--- src/rtl/rv32_pkg.sv ---
// Shared RV32 fetch constants, fetch FSM encoding and PC alignment helper.
// Latency: n/a (types and constants only).
// Backpressure: n/a.
package rv32_pkg;

    localparam int INST_W = 32;

    localparam logic [31:0]       DEFAULT_RESET_PC = 32'h0000_0000;
    localparam logic [INST_W-1:0] DEFAULT_NOP_INST = 32'h0000_0013;

    typedef enum logic [1:0] {
        S_IDLE = 2'd0,
        S_REQ  = 2'd1,
        S_DROP = 2'd2
    } fetch_state_e;

    function automatic logic [31:0] align_pc(input logic [31:0] pc);
        return {pc[31:2], 2'b00};
    endfunction

endpackage

--- src/rtl/if_fetch_unit_if.sv ---
// Instruction-memory request/ack bus between the fetch stage and imem.
// Latency: ack may come one or more cycles after imem_req rises.
// Backpressure: imem_req and imem_addr are held until imem_ack.
interface if_fetch_unit_if;
    import rv32_pkg::*;

    logic              imem_req;
    logic [31:0]       imem_addr;
    logic              imem_ack;
    logic [INST_W-1:0] imem_rdata;

    modport master (
        output imem_req,
        output imem_addr,
        input  imem_ack,
        input  imem_rdata
    );

    modport slave (
        input  imem_req,
        input  imem_addr,
        output imem_ack,
        output imem_rdata
    );

endinterface

--- src/rtl/if_skid_buffer.sv ---
// One-entry holding slot for a fetched word that ID could not take.
// Latency: pushed entry is readable the cycle after push.
// Backpressure: none internally; flush beats push, push beats pop.
module if_skid_buffer
    import rv32_pkg::*;
(
    input  logic              clk,
    input  logic              reset,
    input  logic              push,
    input  logic [INST_W-1:0] push_inst,
    input  logic [31:0]       push_pc,
    input  logic              pop,
    input  logic              flush,
    output logic              vld,
    output logic [INST_W-1:0] inst,
    output logic [31:0]       pc
);

    logic              vld_q, vld_d;
    logic [INST_W-1:0] inst_q, inst_d;
    logic [31:0]       pc_q, pc_d;

    always_comb begin
        vld_d  = vld_q;
        inst_d = inst_q;
        pc_d   = pc_q;
        if (flush) begin
            vld_d = 1'b0;
        end else if (push) begin
            vld_d  = 1'b1;
            inst_d = push_inst;
            pc_d   = push_pc;
        end else if (pop) begin
            vld_d = 1'b0;
        end
    end

    always_ff @(posedge clk) begin
        if (reset) begin
            vld_q  <= 1'b0;
            inst_q <= '0;
            pc_q   <= '0;
        end else begin
            vld_q  <= vld_d;
            inst_q <= inst_d;
            pc_q   <= pc_d;
        end
    end

    assign vld  = vld_q;
    assign inst = inst_q;
    assign pc   = pc_q;

endmodule

--- src/rtl/if_fetch_unit.sv ---
// RV32I fetch stage: PC, single-outstanding imem fetch, IF/ID register + 1-entry skid.
// Latency: ack in cycle N is visible on id_* in cycle N+1.
// Backpressure: stall holds IF/ID; a word acked under stall parks in skid and requests pause.
module if_fetch_unit
    import rv32_pkg::*;
#(
    parameter logic [31:0]       RESET_PC = DEFAULT_RESET_PC,
    parameter logic [INST_W-1:0] NOP_INST = DEFAULT_NOP_INST
) (
    input  logic              clk,
    input  logic              reset,
    if_fetch_unit_if.master   imem,
    input  logic              stall,
    input  logic              redirect_valid,
    input  logic [31:0]       redirect_pc,
    output logic              id_valid,
    output logic [INST_W-1:0] id_inst,
    output logic [31:0]       id_pc,
    output logic [31:0]       id_pc_plus4,
    output logic              fetch_misalign
);

    fetch_state_e      state_q, state_d;
    logic [31:0]       pc_q, pc_d;
    logic [31:0]       addr_q, addr_d;
    logic              id_valid_q, id_valid_d;
    logic [INST_W-1:0] id_inst_q, id_inst_d;
    logic [31:0]       id_pc_q, id_pc_d;
    logic [31:0]       id_pc_plus4_q, id_pc_plus4_d;
    logic              misalign_q, misalign_d;

    logic              skid_vld, skid_push, skid_pop, skid_flush;
    logic [INST_W-1:0] skid_inst;
    logic [31:0]       skid_pc;

    logic ack_live, ack_any, id_adv;

    // In S_DROP the squashed request's address must stay on the bus while pc moves on.
    assign imem.imem_req  = (state_q != S_IDLE);
    assign imem.imem_addr = (state_q == S_DROP) ? addr_q : pc_q;

    always_comb begin
        ack_live      = imem.imem_ack && (state_q == S_REQ);
        ack_any       = imem.imem_ack && (state_q != S_IDLE);
        id_adv        = !stall || !id_valid_q;

        state_d       = state_q;
        pc_d          = pc_q;
        addr_d        = imem.imem_addr;
        id_valid_d    = id_valid_q;
        id_inst_d     = id_inst_q;
        id_pc_d       = id_pc_q;
        id_pc_plus4_d = id_pc_plus4_q;
        misalign_d    = redirect_valid && (redirect_pc[1:0] != 2'b00);
        skid_push     = 1'b0;
        skid_pop      = 1'b0;
        skid_flush    = 1'b0;

        if (redirect_valid) begin
            skid_flush = 1'b1;
            id_valid_d = 1'b0;
            id_inst_d  = NOP_INST;
            pc_d       = align_pc(redirect_pc);
            case (state_q)
                S_IDLE:  state_d = S_REQ;
                default: state_d = ack_any ? S_REQ : S_DROP;
            endcase
        end else begin
            if (id_adv) begin
                if (skid_vld) begin
                    skid_pop      = 1'b1;
                    id_valid_d    = 1'b1;
                    id_inst_d     = skid_inst;
                    id_pc_d       = skid_pc;
                    id_pc_plus4_d = skid_pc + 32'd4;
                end else if (ack_live) begin
                    id_valid_d    = 1'b1;
                    id_inst_d     = imem.imem_rdata;
                    id_pc_d       = pc_q;
                    id_pc_plus4_d = pc_q + 32'd4;
                end else begin
                    id_valid_d = 1'b0;
                    id_inst_d  = NOP_INST;
                end
            end else if (ack_live) begin
                skid_push = 1'b1;
            end

            if (ack_live) begin
                pc_d = pc_q + 32'd4;
            end

            // Skid is always empty in S_REQ, so a push means it is full next cycle.
            case (state_q)
                S_IDLE:  if (!skid_vld) state_d = S_REQ;
                S_REQ:   if (skid_push) state_d = S_IDLE;
                S_DROP:  if (ack_any)   state_d = S_REQ;
                default: state_d = S_IDLE;
            endcase
        end
    end

    always_ff @(posedge clk) begin
        if (reset) begin
            state_q       <= S_IDLE;
            pc_q          <= RESET_PC;
            addr_q        <= RESET_PC;
            id_valid_q    <= 1'b0;
            id_inst_q     <= NOP_INST;
            id_pc_q       <= '0;
            id_pc_plus4_q <= '0;
            misalign_q    <= 1'b0;
        end else begin
            state_q       <= state_d;
            pc_q          <= pc_d;
            addr_q        <= addr_d;
            id_valid_q    <= id_valid_d;
            id_inst_q     <= id_inst_d;
            id_pc_q       <= id_pc_d;
            id_pc_plus4_q <= id_pc_plus4_d;
            misalign_q    <= misalign_d;
        end
    end

    if_skid_buffer u_skid (
        .clk       (clk),
        .reset     (reset),
        .push      (skid_push),
        .push_inst (imem.imem_rdata),
        .push_pc   (pc_q),
        .pop       (skid_pop),
        .flush     (skid_flush),
        .vld       (skid_vld),
        .inst      (skid_inst),
        .pc        (skid_pc)
    );

    assign id_valid       = id_valid_q;
    assign id_inst        = id_inst_q;
    assign id_pc          = id_pc_q;
    assign id_pc_plus4    = id_pc_plus4_q;
    assign fetch_misalign = misalign_q;

endmodule
--- src/flat_wrapper.sv ---
// flat-port wrapper written by rule: the top's interface ports become plain ports
module if_fetch_unit_flat import rv32_pkg::*;
#(
    parameter logic [31:0]       RESET_PC = DEFAULT_RESET_PC,
    parameter logic [INST_W-1:0] NOP_INST = DEFAULT_NOP_INST
)
  (clk, reset, stall, redirect_valid, redirect_pc, id_valid, id_inst, id_pc, id_pc_plus4, fetch_misalign, imem_imem_req, imem_imem_addr, imem_imem_ack, imem_imem_rdata);
  if_fetch_unit_if imem_i ();
  input  logic clk;
  input  logic reset;
  input  logic stall;
  input  logic redirect_valid;
  input  logic [31:0] redirect_pc;
  output logic id_valid;
  output logic [INST_W-1:0] id_inst;
  output logic [31:0] id_pc;
  output logic [31:0] id_pc_plus4;
  output logic fetch_misalign;
  output wire logic [$bits(imem_i.imem_req)-1:0] imem_imem_req;
  output wire logic [$bits(imem_i.imem_addr)-1:0] imem_imem_addr;
  input wire logic [$bits(imem_i.imem_ack)-1:0] imem_imem_ack;
  input wire logic [$bits(imem_i.imem_rdata)-1:0] imem_imem_rdata;
  assign imem_imem_req = imem_i.imem_req;
  assign imem_imem_addr = imem_i.imem_addr;
  assign imem_i.imem_ack = imem_imem_ack;
  assign imem_i.imem_rdata = imem_imem_rdata;
  if_fetch_unit #(.RESET_PC(RESET_PC), .NOP_INST(NOP_INST)) u_core (.clk(clk), .reset(reset), .imem(imem_i), .stall(stall), .redirect_valid(redirect_valid), .redirect_pc(redirect_pc), .id_valid(id_valid), .id_inst(id_inst), .id_pc(id_pc), .id_pc_plus4(id_pc_plus4), .fetch_misalign(fetch_misalign));
endmodule
--- config.mk ---
export PLATFORM = sky130hd
export DESIGN_NAME = if_fetch_unit_flat
export DESIGN_NICKNAME = d
export VERILOG_FILES = /design/src/rtl/rv32_pkg.sv /design/src/rtl/if_fetch_unit_if.sv /design/src/rtl/if_skid_buffer.sv /design/src/rtl/if_fetch_unit.sv /design/src/flat_wrapper.sv
export SDC_FILE = /design/constraint.sdc
export NUM_CORES = 1
export LEC_CHECK = 0
export CORE_MARGIN = 2
export CORE_UTILIZATION = 40
export DETAILED_ROUTE_END_ITERATION = 8
export PLACE_DENSITY = 0.72
export SLEW_MARGIN = 20
export SYNTH_ARGS = -nofsm -noshare
export SYNTH_HDL_FRONTEND = slang
export SYNTH_SLANG_ARGS = --single-unit
--- constraint.sdc ---
create_clock -name clk -period 3.05 [get_ports clk]
set_input_delay 0.915 -clock clk [delete_from_list [all_inputs] [get_ports clk]]
set_output_delay 0.915 -clock clk [all_outputs]
set_load 0.005 [all_outputs]
# --- Word level (Yosys, flattened, before mapping) ---
# Index checks and enable logic that the tools add are counted.
totals:
  in_bits: 69
  word_cells: 65
  ff_bits: 229
  out_inout_bits: 131
op_classes:
  n_addsub: 2
  n_reduce_logical: 17
  muxes: 27
  eq_ne: 5
  bitwise: 2
ops:
  columns: ["op", "count"]
  rows:
  - ["$mux W32", 9]
  - ["$add A32 B3 Y32 const B", 2]
  - ["$mux W2", 6]
  - ["$mux W1", 11]
  - ["$reduce_bool A2 Y1", 5]
  - ["$ne A3 B3 Y1 const B", 2]
  - ["$pmux W2 S3", 1]
  - ["$reduce_and A3 Y1", 2]
  - ["$reduce_or A2 Y1", 2]
  - ["$logic_and A1 B1 Y1", 3]
  - ["$ne A3 B2 Y1 const B", 1]
  - ["$eq A2 B1 Y1 const B", 1]
  - ["$eq A2 B2 Y1 const B", 1]
  - ["$logic_not A1 Y1", 2]
  - ["$logic_not A2 Y1", 1]
  - ["$not A1 Y1", 2]
  - ["$reduce_and A2 Y1", 1]
  - ["$logic_or A1 B1 Y1", 1]

# --- Depth between registers and ports, before layout ---
# Gate-level depths: netlist (run 1).
logic_depth:
  word_depth: 8
  depth_mapped: 8
  mapped_depth_nobuf: 6

# --- Modules after synthesis ---
# Synthesis (run 1) repeated with hierarchy kept, for this count alone.
hier_totals:
  cells_unflattened: 1251
  area_unflattened_um2: 11493.5
modules_own_cells:
  columns: ["mod", "cells_each", "n_inst", "area_each_um2", "seq_area_each_um2"]
  rows:
  - ["if_fetch_unit", 955, 1, 8225.4, 3203.1]
  - ["if_skid_buffer", 296, 1, 3268.1, 1301.2]

# --- Worst setup path before layout (run 1) ---
# No wires, ideal clock.
synth_timing:
  kind: "in2reg"
  startpoint: "in redirect_valid"
  endpoint: "reg u_core.id_pc_q[10], in the netlist u_core.id_pc[10]"
  path_slack_ps: 596
  t_required_ps: 2913
  setup_ps: 137
  cell_stages: 6
  arrival_ps: 2316
  n_path_buf: 3
  cell_sequence: "clkbuf_1 > a21oi_1 > a21boi_1 > clkbuf_1 > buf_1 > a211oi_1"
synth_between:
  elab_chain_len: 2
synth_lines:
  columns: ["element", "line_no", "rtl"]
  rows:
  - ["start: declaration", "flat_wrapper.sv:12", "input logic redirect_valid;"]
  - ["$not A1 Y1 (no line)", null, null]
  - ["$reduce_and A3 Y1 (no line)", null, null]
  - ["end signal: assignment", "if_fetch_unit.sv:119", "id_pc_q <= id_pc_d;"]
  - ["end: declaration", "if_fetch_unit.sv:28", "logic [31:0] id_pc_q, id_pc_d;"]
# No other way between the ends.
# A chain may end at the register's enable or synchronous reset.

# --- Worst setup path in the final report (run 1) ---
layout_timing:
  startpoint: "reg u_core.state_q[0]"
  endpoint: "out imem_imem_addr[19]"
layout_between:
  elab_chain_len: 2
layout_lines:
  columns: ["element", "line_no", "rtl"]
  rows:
  - ["start: declaration", "if_fetch_unit.sv:23", "fetch_state_e state_q, state_d;"]
  - ["start signal: assignment", "if_fetch_unit.sv:114", "state_q <= state_d;"]
  - ["$eq A2 B2 Y1", "if_fetch_unit.sv:40", "assign imem.imem_addr = (state_q == S_DROP) ? addr_q : pc_q;"]
  - ["$mux W32", "if_fetch_unit.sv:40", null]
  - ["end: declaration", "flat_wrapper.sv:20", "output wire logic [$bits(imem_i.imem_addr)-1:0] imem_imem_addr;"]
# No other way between the ends.

==> results.toml, run 1 <==
[pwr]
power.share.sequential = 0.454
internal_w = 0.00514
peak_supply_drop_mv = 0.374
switching_power_w = 0.00158
p_clk_frac = 0.445
power-per-cell-area_nw_per_um2 = 497
power_frac_comb = 0.102
p_leak_nw = 4.82
switching_portion_of_total_power = 0.236

[floorplan]
std_cell_rows = 58
floorplan.die.width_um = 164
core_area_um2 = 25200
die_height_um = 164
ioPinCount = 200
floorplan.initialDensity = 0.408
dieArea_um2 = 27000

[routing]
detail_route.wl_per_cell_um = 18.5
drt-vias-per-instance = 5.61
final_antenna_net_count = 0
route.detailed.drc = 0
first_pass_iters = 5
dr_total_vias = 9732
routed_wirelength_um = 32000
detail_route.iter0.violations = 879

[cells_and_area]
layout_commonest_cell = "sky130_fd_sc_hd__dfxtp_1"
fin_area_um2 = 13500
mostFrequentLayoutCells = "sky130_fd_sc_hd__dfxtp_1, sky130_fd_sc_hd__nand2_1, sky130_fd_sc_hd__clkdlybuf4s50_1"
drive_gt1_frac = 0.106
final_util = 0.537
finalNetCount = 1458
layout-area-overhead-vs-synth_pct = 31.5
layout.cells.non_filler = 1734
insertedDiodeCount = 0

[logic_synthesis]
yosys-top-cells-area = "sky130_fd_sc_hd__dfxtp_1, sky130_fd_sc_hd__nand2_1, sky130_fd_sc_hd__mux2i_1, sky130_fd_sc_hd__a21oi_1, sky130_fd_sc_hd__nor2_1"
synthDistinctLibCells = 57
postSynth.asyncResetShare = 0
synth.ff_latch_count = 221
synth.top_cell.area_share = 0.430
synth.cell_area_um2 = 10300
synth.avg_cell_area_um2 = 8.37
synth_seq_area_share = 0.430
synth-main-ff-cell = "sky130_fd_sc_hd__dfxtp_1"
syn_inst = 1228
cell_type_with_the_largest_total_area_after_synthesis = "sky130_fd_sc_hd__dfxtp_1"
synthesis.yosys.warnings = 0
synth_edf_count = 0

[sta]
setup_total_negative_slack_ns = 0
worstMarginPinSlew_ns = 0.635
maxSlewHeadroom = 0.576
period_minus_ws_final_ns = 3.01
hold_violations = 0
fin_ws_ns = 0.0360
final.period_utilization = 0.988
clock.fmax_ghz = 0.332
timing.clock.skew_ns = 0.0308
grt_setup_unrepaired = "true"
setup_viol_count_final = 0
final_max_slew_viol_count = 0

[setup_path]
critical_path.endpoint_type = "output pin"
crit_required_ns = 2.13
reg2reg_setup_slack_ns = 0.47
family_with_the_most_delay_on_the_worst_path = "buffers and inverters"
cp_data_arrival_time_ns = 2.10
number_of_buffer_and_inverter_instances_along_the_worst_setup_path = 2
worst_path_cell_with_the_longest_stage_delay = "sky130_fd_sc_hd__clkdlybuf4s50_1"
worstPathCellList = "nor2b_4 -> buf_12 -> mux2_2 -> clkdlybuf4s50_1"
crit_path_max_fanout = 17
timing.critical_path.from_type = "flip-flop"
setup.worst_path.class = "reg2out"
largest_stage_delay_worst_path_ns = 0.44

[clock_tree]
ctsHoldBuffers = 0
cts.sink_count = 221
root_buffer = "sky130_fd_sc_hd__clkbuf_16"
htreeDepth = 1
cts_max_path_bufs = 3
tritoncts_clock_tree = "yes"
clkSlewWorstSetupHoldPaths_ns = 0.06
clk_latency_ns = 0.53
tritoncts_buffers = 24

[outcome]
status = "finished, final reports clean"

[flow_run]
max-cap-violations = 0

[placement]
gpl.final_weighted_congestion = 0.882
post-place-cells = 1686
placement.cell_area_um2 = 12600
io_buffer_count = 195
dp.final_hpwl_um = 21500
placement.setup.worst_slack_ns = 0.154

[global_routing]
grt_first_pass_wirelength_um = 49900
groute.usage.overall = 0.232
grt_pass1_vias = 9296
maximum_number_of_pins_on_one_net_before_global_route_repair = 63
grt_overflow_total = 0
antenna_violations_before_repair = 0

[min_path]
worst_hold_path_type = "reg2reg"
==> path summary, 6_finish.rpt <==
kind | start | endpoint | cells after the start
setup / recovery | u_core.state_q[0]$_SDFFE_PP0P_ | imem_imem_addr[19] | 4
hold / removal | u_core.u_skid.inst[25]$_SDFFE_PP0P_ | u_core.u_skid.inst[25]$_SDFFE_PP0P_ | 2
setup reg to reg | u_core.pc_q[2]$_SDFFE_PP0P_ | u_core.pc_q[30]$_SDFFE_PP0P_ | 6
hold reg to reg | u_core.u_skid.inst[25]$_SDFFE_PP0P_ | u_core.u_skid.inst[25]$_SDFFE_PP0P_ | 2
==> worst register-to-register path, stage by stage, from the launching register on <==
cell and delay [ns]:
sky130_fd_sc_hd__dfxtp_1 0.33, sky130_fd_sc_hd__ha_1 0.26, sky130_fd_sc_hd__nand4_1 0.20, sky130_fd_sc_hd__or4_4 0.66, sky130_fd_sc_hd__or3_4 0.39, sky130_fd_sc_hd__or4_1 0.40, sky130_fd_sc_hd__a311oi_1 0.24
==> layer usage <==
layer  share of wire  track usage  up-vias
met3           0.067       0.0306       84
met5               0            0        -
met4           0.045        0.108        0
met2            0.46        0.372      376
met1            0.43        0.308     4641
li1                -            -     4631
==> per-stage QoR <==
| stage | hold slack, ns | total power (W) |
|---|---|---|
| floorplan | 0.436 | 0.00344 |
| global placement | 0.441 | 0.00378 |
| detailed placement | 0.447 | 0.00379 |
| CTS | 0.456 | 0.00676 |
| global route | 0.479 | 0.00695 |
| finish | 0.457 | 0.00672 |
==> power by group through the flow <==
stage / clock network, W / logic, W / registers (W)
floorplan: 0 / 0.000361 / 0.00307
global placement: 0 / 0.000672 / 0.00311
detailed placement: 0 / 0.000680 / 0.00311
CTS: 0.00302 / 0.000689 / 0.00305
global route: 0.00315 / 0.000740 / 0.00306
finish: 0.00299 / 0.000683 / 0.00305
==> cell type report <==
class / instances / area (um^2)
Fill cell: 2242 / 11700
Tap cell: 330 / 413
Clock buffer: 35 / 723
Sequential cell: 221 / 4440
Timing Repair Buffer: 256 / 2500
Inverter: 9 / 33.8
Clock inverter: 8 / 90.1
Multi-Input combinational cell: 875 / 5330
==> sequential cells by signal, summed over array words and instances, names as in the netlist <==
name	flops
u_core.u_skid.vld	1
u_core.id_inst	32
u_core.id_pc	30
u_core.id_valid	1
u_core.state_q	2
u_core.fetch_misalign	1
u_core.u_skid.pc	30
u_core.pc_q	30
u_core.addr_q	32
u_core.u_skid.inst	32
u_core.id_pc_plus4	30
==> cell families after synthesis <==
| family | share of synthesized area |
|---|---|
| fa+ha+maj | 0.00243 |
| mux | 0.0777 |
| simple gates | 0.234 |
| buf+inv | 0.0565 |
| xor+xnor | 0.0477 |
| compound gates | 0.150 |
| flops | 0.430 |
| other cells | 0.000365 |
==> what timing repair did <==
action                                  4_1_cts  5_1_grt
buffers inserted                              5        0
cloned                                        1        0
endpoints found under the setup margin       30       30
gates resized for setup                       8       18
==> synthesized netlist by cell type (4+ instances only) <==
cell and n:
sky130_fd_sc_hd__dfxtp_1 221, sky130_fd_sc_hd__nand2_1 177, sky130_fd_sc_hd__nor2_1 105, sky130_fd_sc_hd__clkbuf_1 98, sky130_fd_sc_hd__a21oi_1 83, sky130_fd_sc_hd__nor3_1 61
sky130_fd_sc_hd__a211oi_1 51, sky130_fd_sc_hd__mux2i_1 46, sky130_fd_sc_hd__xnor2_1 40, sky130_fd_sc_hd__nor2b_1 33, sky130_fd_sc_hd__nand3_1 32, sky130_fd_sc_hd__mux2_2 30
sky130_fd_sc_hd__a221oi_1 29, sky130_fd_sc_hd__o21ai_0 25, sky130_fd_sc_hd__nor4_1 24, sky130_fd_sc_hd__nand4_1 19, sky130_fd_sc_hd__xor2_1 16, sky130_fd_sc_hd__buf_2 11
sky130_fd_sc_hd__or4_1 10, sky130_fd_sc_hd__o31ai_1 9, sky130_fd_sc_hd__buf_4 8, sky130_fd_sc_hd__and2_1 7, sky130_fd_sc_hd__and4_1 7, sky130_fd_sc_hd__inv_1 7
sky130_fd_sc_hd__nand3b_1 7, sky130_fd_sc_hd__a32o_1 6, sky130_fd_sc_hd__o31a_1 6, sky130_fd_sc_hd__or2_2 6, sky130_fd_sc_hd__buf_1 5, sky130_fd_sc_hd__o211ai_1 5
sky130_fd_sc_hd__or3_1 5, sky130_fd_sc_hd__buf_6 4, sky130_fd_sc_hd__o21a_1 4
Note: power is estimated with default switching activity, not from simulation.
==> run 2, diff against run 1 <==
--- a/config.mk
+++ b/config.mk
@@ -9,7 +9,6 @@
 export CORE_UTILIZATION = 40
 export DETAILED_ROUTE_END_ITERATION = 8
 export PLACE_DENSITY = 0.72
-export SLEW_MARGIN = 20
 export SYNTH_ARGS = -nofsm -noshare
 export SYNTH_HDL_FRONTEND = slang
 export SYNTH_SLANG_ARGS = --single-unit
==> results of run 2 <==
Final layout, timing and power as in run 1 (identical DEF).
==> run 3, diff against run 2 <==
--- a/config.mk
+++ b/config.mk
@@ -8,6 +8,7 @@
 export CORE_MARGIN = 2
 export CORE_UTILIZATION = 40
 export DETAILED_ROUTE_END_ITERATION = 8
+export GPL_ROUTABILITY_DRIVEN = 0
 export PLACE_DENSITY = 0.72
 export SYNTH_ARGS = -nofsm -noshare
 export SYNTH_HDL_FRONTEND = slang
==> results of run 3 <==
Final layout, timing and power as in run 1 (identical DEF).
